**src/rtl/prog_seq_pkg.sv**
```systemverilog
// Shared types and default widths for the program sequencer.
// Latency: n/a (declarations only).
// Backpressure: n/a.
package prog_seq_pkg;

    localparam int ADDR_W  = 8;
    localparam int JADDR_W = 4;

    typedef logic [ADDR_W-1:0] pm_addr_t;

    // Source of the next program-memory address, listed in priority order.
    typedef enum logic [2:0] {
        SEL_RESET = 3'd0,
        SEL_HOLD  = 3'd1,
        SEL_JMP   = 3'd2,
        SEL_JNZ   = 3'd3,
        SEL_INC   = 3'd4
    } next_sel_e;

endpackage

```
**src/rtl/prog_seq_next_sel.sv**
```systemverilog
// Priority encoder choosing the source of the next program address.
// Latency: purely combinational, zero cycles.
// Backpressure: none; hold is the only stall and just picks SEL_HOLD.
module prog_seq_next_sel
    import prog_seq_pkg::*;
(
    input  logic      sync_reset,
    input  logic      hold,
    input  logic      jmp,
    input  logic      jmp_nz,
    input  logic      dont_jmp,
    output next_sel_e sel
);

    // Reset beats hold, hold beats jumps, jmp beats jmp_nz; increment otherwise.
    always_comb begin
        sel = SEL_INC;
        if (!sync_reset) begin
            sel = SEL_RESET;
        end else if (hold) begin
            sel = SEL_HOLD;
        end else if (jmp) begin
            sel = SEL_JMP;
        end else if (jmp_nz && !dont_jmp) begin
            sel = SEL_JNZ;
        end
    end

endmodule

```
**src/rtl/prog_sequencer.sv**
```systemverilog
// Program counter and next-address mux for instruction fetch (optional stall via PROG_SEQ_HOLD_EN).
// Latency: pm_addr combinational from controls; pc follows pm_addr one edge later.
// Backpressure: none by default; with PROG_SEQ_HOLD_EN, hold freezes pc and pm_addr = pc.
module prog_sequencer
    import prog_seq_pkg::*;
#(
    parameter int ADDR_W  = prog_seq_pkg::ADDR_W,
    parameter int JADDR_W = prog_seq_pkg::JADDR_W
) (
    input  logic               clk,
    input  logic               sync_reset,
    input  logic               jmp,
    input  logic               jmp_nz,
    input  logic               dont_jmp,
`ifdef PROG_SEQ_HOLD_EN
    input  logic               hold,
`endif
    input  logic [JADDR_W-1:0] jmp_addr,
    output logic [ADDR_W-1:0]  pm_addr,
    output logic [ADDR_W-1:0]  pc
);

    next_sel_e         sel;
    logic              hold_int;
    logic [ADDR_W-1:0] jmp_tgt;

`ifdef PROG_SEQ_HOLD_EN
    assign hold_int = hold;
`else
    assign hold_int = 1'b0;
`endif

    // Jump target: the nibble lands in the top bits, low bits zero.
    assign jmp_tgt = ADDR_W'(jmp_addr) << (ADDR_W - JADDR_W);

    prog_seq_next_sel u_next_sel (
        .sync_reset (sync_reset),
        .hold       (hold_int),
        .jmp        (jmp),
        .jmp_nz     (jmp_nz),
        .dont_jmp   (dont_jmp),
        .sel        (sel)
    );

    // Address mux; increment wraps naturally at the address width.
    always_comb begin
        pm_addr = '0;
        case (sel)
            SEL_RESET: pm_addr = '0;
            SEL_HOLD:  pm_addr = pc;
            SEL_JMP:   pm_addr = jmp_tgt;
            SEL_JNZ:   pm_addr = jmp_tgt;
            SEL_INC:   pm_addr = pc + ADDR_W'(1);
            default:   pm_addr = '0;
        endcase
    end

    // Program counter captures the address presented this cycle.
    always_ff @(posedge clk) begin
        if (!sync_reset) begin
            pc <= '0;
        end else begin
            pc <= pm_addr;
        end
    end

endmodule

```
**config.mk**
```make
export PLATFORM = sky130hd
export DESIGN_NAME = prog_sequencer
export DESIGN_NICKNAME = d
export VERILOG_FILES = /design/src/rtl/prog_seq_pkg.sv /design/src/rtl/prog_seq_next_sel.sv /design/src/rtl/prog_sequencer.sv
export SDC_FILE = /design/constraint.sdc
export NUM_CORES = 1
export LEC_CHECK = 0
export ABC_CLOCK_PERIOD_IN_PS = 3300
export BUFFER_PORTS_ARGS = -buffer_cell sky130_fd_sc_hd__buf_2
export CAP_MARGIN = 30
export CELL_PAD_IN_SITES_DETAIL_PLACEMENT = 1
export CELL_PAD_IN_SITES_GLOBAL_PLACEMENT = 2
export CORE_ASPECT_RATIO = 0.9
export CORE_UTILIZATION = 27
export CTS_CLUSTER_SIZE = 12
export DETAILED_ROUTE_END_ITERATION = 7
export GPL_TIMING_DRIVEN = 0
export PLACE_DENSITY_LB_ADDON = 0.08
export SYNTH_ARGS = -nofsm -noshare
export SYNTH_HDL_FRONTEND = slang
export SYNTH_HIERARCHICAL = 1
export SYNTH_SLANG_ARGS = --single-unit
```
**constraint.sdc**
```tcl
create_clock -name clk -period 3.3 [get_ports clk]
set_clock_uncertainty 0.15 [all_clocks]
set_input_delay 0.495 -clock clk [delete_from_list [all_inputs] [get_ports clk]]
set_output_delay 0.495 -clock clk [all_outputs]
set_load 0.05 [all_outputs]
```
==> impl_metrics.env <==
export IMPL_hold_buffers=0
export IMPL_netlist_instances=80
export IMPL_utilization=0.369
export IMPL_chipHeight_um=47.9
export IMPL_root_buffer="clkbuf_4"
export IMPL_drive_gt1_frac=0.296
export IMPL_top_regs="pc: 8 flops"
export IMPL_top_register="pc"
export IMPL_tns_ns=0
export IMPL_max_cap_violations=0
export IMPL_io_pins=25
export IMPL_start_kind="input pin"
export IMPL_ant_nets=0
export IMPL_wire_per_inst_um=14.1
export IMPL_vias=689
export IMPL_start_util=0.287
export IMPL_ctsResizeCount=0
export IMPL_final_setup_worst_slack_ns=0.250
export IMPL_gr_usage_all_layers=0.172
export IMPL_clock_tree_buffer_depth=2
export IMPL_max_vdd_ir_drop_v=0.000191
export IMPL_syn_area_um2=633
export IMPL_synthArstFlopShare=0
export IMPL_synth_top_area_frac=0.253
export IMPL_max_freq_mhz=328
export IMPL_io_buffer_count=24
export IMPL_crit_fanout=10
export IMPL_final_cell_mix="buf_2, nand3b_1, dfxtp_1, nand2_1, nand3_1"
export IMPL_core_area_um2=2200
export IMPL_grt_pass1_wl_mm=3.06
export IMPL_overflow=0
export IMPL_cts_sinks=8
export IMPL_synth_area_leaders="dfxtp_1, nand3b_1, nand3_1, nand2_1, a21oi_1"
export IMPL_rsz0062_at_grt="false"
export IMPL_clk_pin_slew_ns=0.06
export IMPL_drtIter0Drc=13
export IMPL_final_max_slew_viol_count=0
export IMPL_dp_hpwl_mm=1.43
export IMPL_drc=0
export IMPL_firstDrtPassIters=4
export IMPL_p_per_area_nw_per_um2=285
export IMPL_fin_crit_ns=3.05
export IMPL_cts_tree="done"
export IMPL_run_status="finished clean"
export IMPL_layout_commonest_cell="buf_2"
export IMPL_finalPower_w=0.000232
export IMPL_die_width_um=53.0
export IMPL_n_antenna_cell=0
export IMPL_fin_nets=120
export IMPL_dp_cells=132
export IMPL_fin_crit_sh=0.924
export IMPL_arrival_ns=2.41
export IMPL_crit_required_ns=2.65
export IMPL_finalHoldViolCount=0
export IMPL_crit_path_end_kind="primary output"
export IMPL_clkLatencyLatePin_ns=0.26
export IMPL_largest_register_ffs=8
export IMPL_finalNonFillerCells=135
export IMPL_htreeDepth=1
export IMPL_area_delta_synth_final_pct=28.5
export IMPL_setup_violations_final=0
export IMPL_antenna_found_initial=0
export IMPL_grt_pass1_vias=642
export IMPL_synth_main_ff_cell="dfxtp_1"
export IMPL_viasPerCell=5.10
export IMPL_p_leak_nw=0.375
export IMPL_place_gp_congestion=0.769
export IMPL_ys_seq_area_frac=0.253
export IMPL_floorplan_die_area_um2=2540
export IMPL_num_rows=16
export IMPL_ys_types=34
export IMPL_cts_made_buffers=3
export IMPL_synth_seq_cells=8
export IMPL_synth_top_area_cell="dfxtp_1"
export IMPL_routed_wirelength_mm=1.91
export IMPL_ys_warn_count=6
export IMPL_syn_mean_instance_area_um2=7.91
export IMPL_synth_edf_count=0
export IMPL_place_ws_ns=0.218
export IMPL_postCtsSetupBuffers=0
export IMPL_crit_type="input pin to primary output"
export IMPL_hp_class="input pin to flop"
export IMPL_grt_max_degree=11
layout make-up:
class                      instances  area (um2)
clock buffer                       3        22.5
sequential                         8         160
inverter                           3        11.3
multi-input combinational         66         443
buffer                             4        22.5
timing repair buffer              24         120
tap                               27        33.8
fill                             300        1390
stage by stage:
step	instance area [um2]	hold WS, ns
after CTS	813	0.383
after global routing	813	0.374
final	813	0.382
after floorplan	637	0.467
after detailed placement	791	0.456
after global placement	791	0.444
report_power, final:
part | total [W] | internal, W | switching (W)
registers | 0.000100 | 0.0000981 | 0.00000208
logic | 0.0000511 | 0.0000168 | 0.0000343
clock network | 0.0000803 | 0.0000420 | 0.0000384
cells in the mapped netlist (all sizes together) (2+ instances only):
cell,instances
a21o,3
a21oi,5
a31oi,3
and2,2
clkbuf,3
dfxtp,8
inv,3
nand2,7
nand2b,3
nand3,7
nand3b,8
nor2b,2
nor3b,2
nor4b,2
o211ai,3
or3b,2
or4,3
cell families (layout without fill, tap and decap cells):
logic type                 after synthesis  after routing  synth area share
buffers and inverters                    7             34            0.0534
other                                    1              2           0.00592
muxes                                    1              1            0.0158
AOI/OAI and AO/OA                       17             17             0.174
xor gates and xnor gates                 1              1            0.0138
adders and majority gates                1              1            0.0198
DFF                                      8              8             0.253
and+or+nand+nor                         44             44             0.464
per-layer routing:
layer,vias up,part of all wire,global-route usage
met5,-,0,0
met4,0,0.0052,0.0316
met3,2,0.042,0.0667
met2,16,0.45,0.268
met1,318,0.50,0.227
li1,353,-,-
final timing paths:
kind / start / to / slack [ns] / depth (start not counted)
max reg2reg: pc[1]$_SDFF_PN0_ / pc[6]$_SDFF_PN0_ / 1.57 / 4
min reg2reg: pc[7]$_SDFF_PN0_ / pc[7]$_SDFF_PN0_ / 0.46 / 2
max: sync_reset / pm_addr[6] / 0.25 / 8
min: sync_reset / pc[4]$_SDFF_PN0_ / 0.38 / 2
worst max-delay path: stages:
cell and delay (ns):
buf_2 0.15, nand2b_1 0.11, nor3b_2 0.29, clkbuf_1 0.37, nor3b_1 0.41, o211ai_1 0.19, nand3_1 0.12, buf_2 0.26
(Power assumes the default switching activity.)
